[config.mk]
export PLATFORM = sky130hd
export DESIGN_NAME = ot_keccak_run_arb_flat
export DESIGN_NICKNAME = d
export VERILOG_FILES = /design/src/rtl/ot_keccak_run_arb_pkg.sv /design/src/rtl/ot_keccak_run_arb_if.sv /design/src/rtl/ot_keccak_run_arb_rr_pick.sv /design/src/rtl/ot_keccak_run_arb.sv /design/src/flat_wrapper.sv
export SDC_FILE = /design/constraint.sdc
export NUM_CORES = 1
export LEC_CHECK = 0
export BUFFER_PORTS_ARGS = -buffer_cell sky130_fd_sc_hd__buf_2
export CELL_PAD_IN_SITES_DETAIL_PLACEMENT = 0
export CELL_PAD_IN_SITES_GLOBAL_PLACEMENT = 1
export CORE_MARGIN = 5
export CORE_UTILIZATION = 39
export DETAILED_ROUTE_END_ITERATION = 6
export GPL_ROUTABILITY_DRIVEN = 0
export MAX_ROUTING_LAYER = met4
export PLACE_DENSITY = 0.81
export SLEW_MARGIN = 30
export SYNTH_ARGS = -nofsm -noshare
export SYNTH_HDL_FRONTEND = slang
export SYNTH_SLANG_ARGS = --single-unit
[constraint.sdc]
create_clock -name clk_i -period 2.81 [get_ports clk_i]
set_input_delay 0.562 -clock clk_i [delete_from_list [all_inputs] [get_ports clk_i]]
set_output_delay 0.562 -clock clk_i [all_outputs]
set_load 0.1 [all_outputs]
[src/rtl/ot_keccak_run_arb_pkg.sv]
// ot_keccak_arb_pkg
// Shared types and constants for the Keccak run-request arbiter.
//   arb_st_e          : 6-bit sparse FSM encodings, pairwise Hamming distance 4
//   ArbStateW         : width of the FSM state register
//   lc_tx_t, On, Off  : life-cycle multi-bit signal and its two valid values
//   lc_tx_test_true_loose : any value other than Off counts as asserted
//   MaxHoldDefault, WdogWDefault : watchdog defaults
package ot_keccak_arb_pkg;

  localparam int ArbStateW      = 6;
  localparam int MaxHoldDefault = 1000;
  localparam int WdogWDefault   = 16;

  // Every pair of encodings differs in 4 bits, so a single or double bit
  // flip always lands on an invalid code and is caught as a fault.
  typedef enum logic [ArbStateW-1:0] {
    StIdle          = 6'b001011,
    StActive        = 6'b110001,
    StTerminalError = 6'b010110
  } arb_st_e;

  typedef logic [3:0] lc_tx_t;
  localparam lc_tx_t On  = 4'b0101;
  localparam lc_tx_t Off = 4'b1010;

  // Loose test: a corrupted value is treated as an escalation.
  function automatic logic lc_tx_test_true_loose(lc_tx_t val);
    return val != Off;
  endfunction

endpackage

[src/rtl/ot_keccak_run_arb_if.sv]
// ot_keccak_run_arb_if
// Run request/acknowledge bundle between the Keccak cores and the arbiter.
//   req : one request bit per core, held until the permutation completes
//   ack : one registered grant bit per core
// Modports: master = core side (drives req), slave = arbiter side (drives ack).
interface ot_keccak_run_arb_if #(
  parameter int NumReq = 4
);
  logic [NumReq-1:0] req;
  logic [NumReq-1:0] ack;

  modport master (output req, input ack);
  modport slave  (input req, output ack);
endinterface

[src/rtl/ot_keccak_run_arb_rr_pick.sv]
// ot_keccak_arb_rr_pick
// Combinational round-robin picker: rotate the candidate vector so that bit
// ptr becomes bit 0, take the lowest set bit, then map back to an absolute index.
//   cand  : candidate bit per requester
//   ptr   : index with highest priority this cycle
//   valid : at least one candidate
//   idx   : winning requester index (0 when valid is low)
module ot_keccak_arb_rr_pick #(
  parameter int NumReq = 4
) (
  input  logic [NumReq-1:0]         cand,
  input  logic [$clog2(NumReq)-1:0] ptr,
  output logic                      valid,
  output logic [$clog2(NumReq)-1:0] idx
);
  localparam int IdxW = $clog2(NumReq);
  localparam logic [IdxW:0] NumReqW = (IdxW+1)'(NumReq);

  logic [2*NumReq-1:0] cand_dbl;
  logic [NumReq-1:0]   cand_rot;
  logic [IdxW-1:0]     off;
  logic [IdxW:0]       sum;
  logic                unused_hi;

  // Shifting a doubled copy gives a rotate that also works when NumReq is
  // not a power of two.
  assign cand_dbl  = {cand, cand} >> ptr;
  assign cand_rot  = cand_dbl[NumReq-1:0];
  assign unused_hi = ^cand_dbl[2*NumReq-1:NumReq];

  always_comb begin
    valid = 1'b0;
    off   = '0;
    for (int k = NumReq - 1; k >= 0; k--) begin
      if (cand_rot[k]) begin
        valid = 1'b1;
        off   = IdxW'(k);
      end
    end
  end

  assign sum = {1'b0, off} + {1'b0, ptr};
  assign idx = (sum >= NumReqW) ? IdxW'(sum - NumReqW) : sum[IdxW-1:0];

endmodule

[src/rtl/ot_keccak_run_arb.sv]
// ot_keccak_run_arb
// Grants the Keccak run request of up to MaxActive cores at a time so that
// cores sharing one power budget never all permute together.
// Ports:
//   clk_i, rst_i        : clock, asynchronous active-high reset
//   run (slave)         : req per core in, registered ack per core out
//   lc_escalate_en_i    : life-cycle escalation, drops all grants for good
//   active_cnt_o        : number of grants currently held
//   busy_o              : FSM is in StActive
//   sparse_fsm_error_o  : FSM in StTerminalError or in an invalid encoding
//   wdog_error_o        : sticky, a grant was held for MaxHold cycles
//   wdog_idx_o          : requester that tripped the watchdog
// Build option: define OT_KECCAK_RUN_ARB_WDOG_EN to add the per-requester
// hold watchdog; otherwise wdog_error_o and wdog_idx_o are tied to 0.
module ot_keccak_run_arb
  import ot_keccak_arb_pkg::*;
#(
  parameter int NumReq    = 4,
  parameter int MaxActive = 1,
  parameter int WdogW     = WdogWDefault,
  parameter int MaxHold   = MaxHoldDefault
) (
  input  logic                        clk_i,
  input  logic                        rst_i,
  ot_keccak_run_arb_if.slave          run,
  input  lc_tx_t                      lc_escalate_en_i,
  output logic [$clog2(NumReq+1)-1:0] active_cnt_o,
  output logic                        busy_o,
  output logic                        sparse_fsm_error_o,
  output logic                        wdog_error_o,
  output logic [$clog2(NumReq)-1:0]   wdog_idx_o
);
  localparam int IdxW = $clog2(NumReq);
  localparam int CntW = $clog2(NumReq + 1);

  function automatic logic [CntW-1:0] popcnt(logic [NumReq-1:0] vec);
    logic [CntW-1:0] cnt;
    cnt = '0;
    for (int k = 0; k < NumReq; k++) begin
      cnt = cnt + CntW'(vec[k]);
    end
    return cnt;
  endfunction

  arb_st_e           state_q, state_d;
  logic [NumReq-1:0] grant_q, grant_d;
  logic [NumReq-1:0] kept, cand;
  logic [IdxW-1:0]   rr_ptr_q, rr_ptr_d;
  logic              pick_valid;
  logic [IdxW-1:0]   pick_idx;
  logic [CntW-1:0]   kept_cnt;
  logic              esc;
  logic              wdog_block;

  assign esc      = lc_tx_test_true_loose(lc_escalate_en_i);
  // Grants whose request just fell are excluded, so their slot is free now.
  assign kept     = grant_q & run.req;
  assign cand     = run.req & ~grant_q;
  assign kept_cnt = popcnt(kept);

  ot_keccak_arb_rr_pick #(
    .NumReq(NumReq)
  ) u_rr_pick (
    .cand (cand),
    .ptr  (rr_ptr_q),
    .valid(pick_valid),
    .idx  (pick_idx)
  );

  always_comb begin
    state_d  = state_q;
    grant_d  = kept;
    rr_ptr_d = rr_ptr_q;
    case (state_q)
      StIdle, StActive: begin
        if (pick_valid && (kept_cnt < CntW'(MaxActive)) && !wdog_block) begin
          grant_d[pick_idx] = 1'b1;
          rr_ptr_d = (pick_idx == IdxW'(NumReq - 1)) ? '0 : pick_idx + 1'b1;
        end
        // Evaluated on the next grant vector so a release plus a new grant
        // in the same cycle keeps the FSM in StActive.
        state_d = (grant_d != '0) ? StActive : StIdle;
      end
      StTerminalError: begin
        grant_d = '0;
      end
      default: begin
        grant_d = '0;
        state_d = StTerminalError;
      end
    endcase
    if (esc) begin
      state_d  = StTerminalError;
      grant_d  = '0;
      rr_ptr_d = rr_ptr_q;
    end
  end

  always_ff @(posedge clk_i or posedge rst_i) begin
    if (rst_i) begin
      state_q  <= StIdle;
      grant_q  <= '0;
      rr_ptr_q <= '0;
    end else begin
      state_q  <= state_d;
      grant_q  <= grant_d;
      rr_ptr_q <= rr_ptr_d;
    end
  end

  assign run.ack            = grant_q;
  assign active_cnt_o       = popcnt(grant_q);
  assign busy_o             = (state_q == StActive);
  assign sparse_fsm_error_o = !((state_q == StIdle) || (state_q == StActive));

`ifdef OT_KECCAK_RUN_ARB_WDOG_EN
  logic [NumReq-1:0] trip;
  logic [IdxW-1:0]   trip_idx;
  logic              wdog_error_q;
  logic [IdxW-1:0]   wdog_idx_q;

  for (genvar gi = 0; gi < NumReq; gi++) begin : g_wdog
    logic [WdogW-1:0] hold_q;

    // Fires on the edge where the counter reaches MaxHold.
    assign trip[gi] = grant_q[gi] && (hold_q == WdogW'(MaxHold - 1));

    always_ff @(posedge clk_i or posedge rst_i) begin
      if (rst_i) begin
        hold_q <= '0;
      end else if (!grant_q[gi]) begin
        hold_q <= '0;
      end else if (hold_q != WdogW'(MaxHold)) begin
        hold_q <= hold_q + 1'b1;
      end
    end
  end

  always_comb begin
    trip_idx = '0;
    for (int k = NumReq - 1; k >= 0; k--) begin
      if (trip[k]) begin
        trip_idx = IdxW'(k);
      end
    end
  end

  // The grant stays in place: revoking it would corrupt a permutation.
  always_ff @(posedge clk_i or posedge rst_i) begin
    if (rst_i) begin
      wdog_error_q <= 1'b0;
      wdog_idx_q   <= '0;
    end else if (!wdog_error_q && (trip != '0)) begin
      wdog_error_q <= 1'b1;
      wdog_idx_q   <= trip_idx;
    end
  end

  assign wdog_block   = wdog_error_q;
  assign wdog_error_o = wdog_error_q;
  assign wdog_idx_o   = wdog_idx_q;
`else
  logic unused_wdog_cfg;
  assign unused_wdog_cfg = (WdogW > 0) ^ (MaxHold > 0);
  assign wdog_block      = 1'b0;
  assign wdog_error_o    = 1'b0;
  assign wdog_idx_o      = '0;
`endif

  a_active_max: assert property (@(posedge clk_i) disable iff (rst_i)
    active_cnt_o <= CntW'(MaxActive));

endmodule

[src/flat_wrapper.sv]
// flat-port wrapper written by rule: the top's interface ports become plain ports
module ot_keccak_run_arb_flat import ot_keccak_arb_pkg::*;
#(
  parameter int NumReq    = 4,
  parameter int MaxActive = 1,
  parameter int WdogW     = WdogWDefault,
  parameter int MaxHold   = MaxHoldDefault
)
  (clk_i, rst_i, lc_escalate_en_i, active_cnt_o, busy_o, sparse_fsm_error_o, wdog_error_o, wdog_idx_o, run_req, run_ack);
  ot_keccak_run_arb_if #(.NumReq(NumReq)) run_i ();
  input  logic clk_i;
  input  logic rst_i;
  input  lc_tx_t lc_escalate_en_i;
  output logic [$clog2(NumReq+1)-1:0] active_cnt_o;
  output logic busy_o;
  output logic sparse_fsm_error_o;
  output logic wdog_error_o;
  output logic [$clog2(NumReq)-1:0] wdog_idx_o;
  input wire logic [$bits(run_i.req)-1:0] run_req;
  output wire logic [$bits(run_i.ack)-1:0] run_ack;
  assign run_i.req = run_req;
  assign run_ack = run_i.ack;
  ot_keccak_run_arb #(.NumReq(NumReq), .MaxActive(MaxActive), .WdogW(WdogW), .MaxHold(MaxHold)) u_core (.clk_i(clk_i), .rst_i(rst_i), .run(run_i), .lc_escalate_en_i(lc_escalate_en_i), .active_cnt_o(active_cnt_o), .busy_o(busy_o), .sparse_fsm_error_o(sparse_fsm_error_o), .wdog_error_o(wdog_error_o), .wdog_idx_o(wdog_idx_o));
endmodule
==> qor.csv, run 1 <==
metric,value,unit
DRC violation count after routing,0,
Yosys warnings,0,
status,"complete, no violations",
antenna diode count,0,
IR Drop Worst-Case VDD,0.338,mV
gr ovfl total,0,
DR iter-0 viols,11,
worst endpoint data arrival time,2120,ps
Worst EP required,2250,ps
Pwr Density,312,mW/mm2
clk slew on worst S/H paths,70,ps
clk_skew,5.09,ps
Max Fclk,373,MHz
CTS tree,done,
kind of start point of the critical path,flip-flop,
Via density,4.96,
antenna-violating nets left,0,
die height,57.9,um
Fin. Hold Viols,0,
Synth top area share,0.252,
CP endpoint kind,output port,
Tmin final,2680,ps
Synth async-reset ratio,1.00,
via count,734,
number of flops mapped to enable cells by yosys,0,
std cell rows,17,
root buf cell,clkbuf_4,
unrepaired setup endpoints after global routing,no,
final core utilization,0.521,
share of cells above drive strength 1,0.417,
H-tree levels,1,
Die Area,0.00335,mm2
Reg2Reg Setup Slack,150,ps
cell count after synthesis,91,
DR WL/cell,12.3,um
Final nets,141,
Starting Density,0.408,
Initial DRT Pass Iterations,4,
"FF+latch count, synth",12,
Final Instance Area,0.00114,mm2
worst min path class,input port to async pin,
FF+latch area,314,um2
CP Max Fanout,4,
Placed Area,0.00108,mm2
Tot GR Track Use,0.111,
largest net degree at the start of global routing,13,
WL final,1.82,mm
CTS Hold Bufs,0,
multi-input logic area,586,um2
vias in the first global route,671,
clock buffer count from CTS,3,
P&R area growth vs syn,27.6,%
Max Buffers Root-to-Sink,2,
clk_lat worst skew,260,ps
Main synth FF type,dfrtp_1,
"Distinct cells, synth",36,
Final Max Tran Viols,0,
Port Buffers,18,
Post-Syn Area per Cell,9.83,um2
main area contributors after synthesis,"dfrtp_1 (25%), ha_1 (11%), dfstp_2 (8.8%)",
Max Cap Viol,0,
hpwl dp,1.50,mm
Leak,0.577,nW
Clock Sinks,12,
fillers,220,
first-pass GRT wire length,2.89,mm
initial antenna violation count,0,
core area,0.00219,mm2
largest area contributor in the synthesized netlist,dfrtp_1,
period utilization,0.954,
WS Path Type,flip-flop to output port,
final setup vio count,0,
sequential share of the synthesized area,0.340,
I/O Pins,22,
Syn Std Cell Area,895,um2
chip width,57.9,um
critical path: stages, from the launching register on:
cell	delay [ps]
dfrtp_4	490
ha_1	290
fa_1	380
ha_1	280
buf_2	420
registers in the layout (all words and copies together) (netlist names):
signal           count
u_core.rr_ptr_q      2
u_core.run.ack       4
u_core.state_q       6
cell usage in the layout, fill, tap and decap left out, drive strengths merged, types with 4 or more instances in the layout:
cell type  instances
nor2b              4
inv                6
nand2b             4
clkbuf             4
nand2              8
dfrtp              9
ha                 8
nor2               8
buf               27
a21oi              7
Yosys cell counts (2+ instances only):
| cell type | number |
|---|---|
| a21oi_1 | 7 |
| and2_1 | 2 |
| and2b_1 | 2 |
| buf_4 | 3 |
| dfrtp_1 | 9 |
| dfstp_2 | 3 |
| fa_1 | 2 |
| ha_1 | 8 |
| inv_1 | 6 |
| mux2_1 | 2 |
| nand2_1 | 8 |
| nand2b_1 | 3 |
| nand3_1 | 2 |
| nor2_1 | 8 |
| nor2b_1 | 2 |
| nor3_1 | 3 |
| or4_1 | 2 |
what timing repair did:
| action | 4_1_cts | 5_1_grt |
|---|---|---|
| buffers inserted | 0 | 1 |
| endpoints found under the setup margin | 0 | 4 |
| gates resized for setup | 0 | 6 |
| hold endpoints to repair | 0 | 0 |
cells by family (layout without fill, tap and decap cells):
family	Yosys count	in the layout	share of synthesized area
and+or+nand+nor	38	38	0.248
AOI/OAI and AO/OA	16	16	0.152
DFF	12	12	0.340
adders and majority gates	10	10	0.157
buffers and inverters	10	37	0.0545
xor gates and xnor gates	2	2	0.0196
muxes	2	2	0.0252
other	1	3	0.00419
routing by layer:
| metal | vias up | routed length [um] | track usage |
|---|---|---|---|
| met5 | - | 0 | - |
| met4 | 0 | 0 | 0.00993 |
| met3 | 0 | 122 | 0.0312 |
| met2 | 20 | 923 | 0.187 |
| met1 | 345 | 770 | 0.139 |
| li1 | 369 | - | - |
where the power goes:
part	internal, mW	total (mW)	switching, mW	leakage, nW
Combinational	0.0299	0.0774	0.0475	0.423
Clock	0.0548	0.106	0.0510	0.0150
Sequential	0.173	0.173	0	0.139
Total	0.257	0.356	0.0984	0.577
layout make-up:
| class | count | area share |
|---|---|---|
| flip-flops and latches | 12 | 0.275 |
| clock buffers | 4 | 0.0230 |
| inverters | 6 | 0.0197 |
| repair buffers | 27 | 0.138 |
| multi-input cells | 71 | 0.513 |
| well taps | 28 | 0.0307 |
final timing paths:
path,endpoint,from,cells after the start
max,active_cnt_o[1],u_core.run.ack[1],4
min,u_core.state_q[5],rst_i,2
max reg2reg,u_core.state_q[3],u_core.run.ack[2],9
min reg2reg,u_core.rr_ptr_q[1],u_core.rr_ptr_q[1],1
max in group asynchronous,u_core.run.ack[1],rst_i,2
min in group clk_i,u_core.rr_ptr_q[1],u_core.rr_ptr_q[1],1
per-stage QoR:
step | power [mW] | setup TNS, ps | setup slack (ps) | hold slack (ps) | instances
after global placement | 0.247 | -271 | -73.2 | 582 | 143
final | 0.356 | 0 | 130 | 291 | 148
after global routing | 0.375 | 0 | 30.0 | 326 | 148
after detailed placement | 0.248 | -311 | -81.8 | 586 | 143
after floorplan | 0.230 | -12.9 | -12.9 | 424 | 93
after CTS | 0.353 | 0 | 88.9 | 304 | 147
Note: power is estimated with default switching activity, not from simulation.
==> run 2: changes to the inputs <==
--- a/config.mk
+++ b/config.mk
@@ -9,11 +9,11 @@
 export CELL_PAD_IN_SITES_DETAIL_PLACEMENT = 0
 export CELL_PAD_IN_SITES_GLOBAL_PLACEMENT = 1
 export CORE_MARGIN = 5
-export CORE_UTILIZATION = 39
+export CORE_UTILIZATION = 42
 export DETAILED_ROUTE_END_ITERATION = 6
 export GPL_ROUTABILITY_DRIVEN = 0
 export MAX_ROUTING_LAYER = met4
-export PLACE_DENSITY = 0.81
+export PLACE_DENSITY = 0.86
 export SLEW_MARGIN = 30
 export SYNTH_ARGS = -nofsm -noshare
 export SYNTH_HDL_FRONTEND = slang
==> constraint.sdc (replaced) <==
create_clock -name clk_i -period 3.45 [get_ports clk_i]
set_input_delay 0.69 -clock clk_i [delete_from_list [all_inputs] [get_ports clk_i]]
set_output_delay 0.69 -clock clk_i [all_outputs]
set_load 0.1 [all_outputs]
==> run 2 against run 1 <==
Against the previous run: first-iteration DRC count stayed put; global-route usage is 0.53 points higher; total power is 16% lower; setup slack better by 420 ps; non-clock buffer count is 9 lower; clock power hardly changed; flip-flop and latch count stayed put; sequential share of layout area is 1.8 points higher; die area is 5.9% lower; design area is 9.2% lower; final cell count is 6.8% lower; highest routed layer unchanged; register-to-register slack better by 460 ps.
==> qor.csv, run 2 (synthesized netlist as in run 1, its figures left out) <==
metric,value,unit,change
hpwl dp,1.38,mm,-7.5%
Reg2Reg Setup Slack,610,ps,+460 ps
Final Max Tran Viols,0,,unchanged
post-CTS setup buffer count,0,,unchanged
Reg power frac,0.471,,-0.014
"commonest non-fill, non-tap cells in the layout","buf_2 (18), dfrtp_1 (9), nor2_1 (8), nand2_1 (8), ha_1 (8)",,
vias in the first global route,713,,+6.3%
share of cells above drive strength 1,0.279,,-0.137
Max Buffers Root-to-Sink,2,,unchanged
Fin. Hold Viols,0,,unchanged
Place WS,279,ps,+361 ps
Max Cap Viol,0,,unchanged
unrepaired setup endpoints after global routing,no,,
initial antenna violation count,0,,unchanged
period utilization,0.841,,
"Buf+Inv Stages, Crit Path",1,,unchanged
root buf cell,clkbuf_4,,
H-tree levels,1,,unchanged
"Cell Chain, Critical Path",buf_2 > and2b_2 > a311oi_1 > o211ai_1 > ha_1 > xor2_1 > ha_1 > or4_1 > a21oi_1 > and2_1,,
non-filler cells in the finished layout,138,,-6.8%
Tmin final,2900,ps,
I/O Pins,22,,unchanged
DR WL/cell,11.8,um,-3.6%
Leak,0.547,nW,-5.2%
DR iter-0 viols,11,,unchanged
Reg with most FFs,u_core.state_q,,
RR Startpoint,u_core.run.ack[2],,
CP endpoint,u_core.state_q[3],,
worst setup margin,550,ps,+420 ps
CP dominant cell by count,ha_1,,
Worst EP required,3650,ps,+1400 ps
Initial DRT Pass Iterations,4,,unchanged
post-cts repair resize count,0,,unchanged
crit path launch,run_req[2],,
Tot Pwr,0.299,mW,-16%
Pwr Density,289,mW/mm2,-7.5%
WP depth,10,,+6
WS Path Type,input port to flip-flop,,
first-pass GRT wire length,2.93,mm,+1.2%
Clock Sinks,12,,unchanged
CTS Hold Bufs,0,,unchanged
CP Max Fanout,7,,+3
setup TNS,0,ps,unchanged
clk slew on worst S/H paths,70,ps,about the same
DRC violation count after routing,0,,unchanged
final setup vio count,0,,unchanged
IR Drop Worst-Case VDD,0.202,mV,-40%
Max Fclk,345,MHz,
clock buffer count from CTS,3,,unchanged
CP endpoint kind,flip-flop,,
Net Sw Power,0.0780,mW,-21%
clk_lat worst skew,260,ps,about the same
number of instances in the placed design,134,,-6.3%
Hold WS,409,ps,+117 ps
worst min path class,input port to async pin,,
RR Endpoint,u_core.state_q[3],,
Port Buffers,18,,unchanged
fillers,189,,-14%
"delay-heaviest family, CP",simple AND/OR/NAND/NOR gates,,
antenna diode count,0,,unchanged
Final Instance Area,0.00104,mm2,-9.2%
Tot GR Track Use,0.117,,+0.00532
final core utilization,0.518,,-0.00335
worst endpoint data arrival time,3100,ps,+980 ps
Via density,5.04,,+1.7%
CP peak stage delay,530,ps,+40 ps
Sw Share,0.261,,-0.0157
WL final,1.63,mm,-10%
clock power share,0.356,,+0.059
gr ovfl total,0,,unchanged
"commonest non-fill, non-tap cell in the layout",buf_2,,
"Slowest-stage cell, CP",or4_1,,
core area,0.00200,mm2,-8.6%
largest net degree at the start of global routing,13,,unchanged
antenna-violating nets left,0,,unchanged
P&R area growth vs syn,15.8,%,
Placed Area,1000,um2,-7.2%
via count,696,,-5.2%
proportion of power drawn by combinational gates,0.173,,-0.044
internal power,0.221,mW,-14%
std cell rows,16,,-1
R2R cell count,9,,unchanged
max reg flops,6,,unchanged
die height,56.2,um,-3.0%
CTS tree,done,,
Die Area,0.00315,mm2,-5.9%
chip width,56.2,um,-3.0%
clk_skew,5.13,ps,+0.0438 ps
Starting Density,0.447,,+0.0385
status,"complete, no violations",,
kind of start point of the critical path,input port,,
Final nets,132,,-6.4%
==> run 2: metal layers <==
layer	track usage	part of all wire	vias up
met4	0.0475	0	0
li1	-	-	352
met2	0.185	0.48	21
met1	0.136	0.44	323
met3	0.0371	0.072	0
met5	-	0	-
==> run 2: layout make-up <==
class                           count  area, um2  area share
Clock buffer                        4       36.3      0.0350
Timing Repair Buffer               18       90.1      0.0870
Sequential cell                    12        304       0.293
Inverter                            6       22.5      0.0217
Multi-Input combinational cell     71        549       0.530
Tap cell                           27       33.8      0.0326
==> run 2: how the worst min path moves through the flow <==
stage,to,cells past startpoint
after floorplan,u_core.rr_ptr_q[0],1
after global placement,u_core.rr_ptr_q[1],1
after detailed placement,u_core.rr_ptr_q[1],1
after CTS,u_core.state_q[2],2
after global routing,u_core.state_q[2],2
final,u_core.run.ack[0],2
==> run 2: worst reg2reg max path, stage by stage, from the launching register on <==
cell and delay, ps:
dfrtp_1 420, and2b_2 290, a311oi_1 310, o211ai_1 130
ha_1 230, xor2_1 180, ha_1 240, or4_1 530
a21oi_1 280, and2_1 180
==> run 2: power by group through the flow <==
stage                     logic, mW  registers, mW  clock network [mW]
after global routing         0.0565          0.141               0.116
after CTS                    0.0517          0.141               0.111
after floorplan              0.0430          0.143                   0
after global placement       0.0505          0.143                   0
final                        0.0517          0.141               0.107
after detailed placement     0.0516          0.143                   0
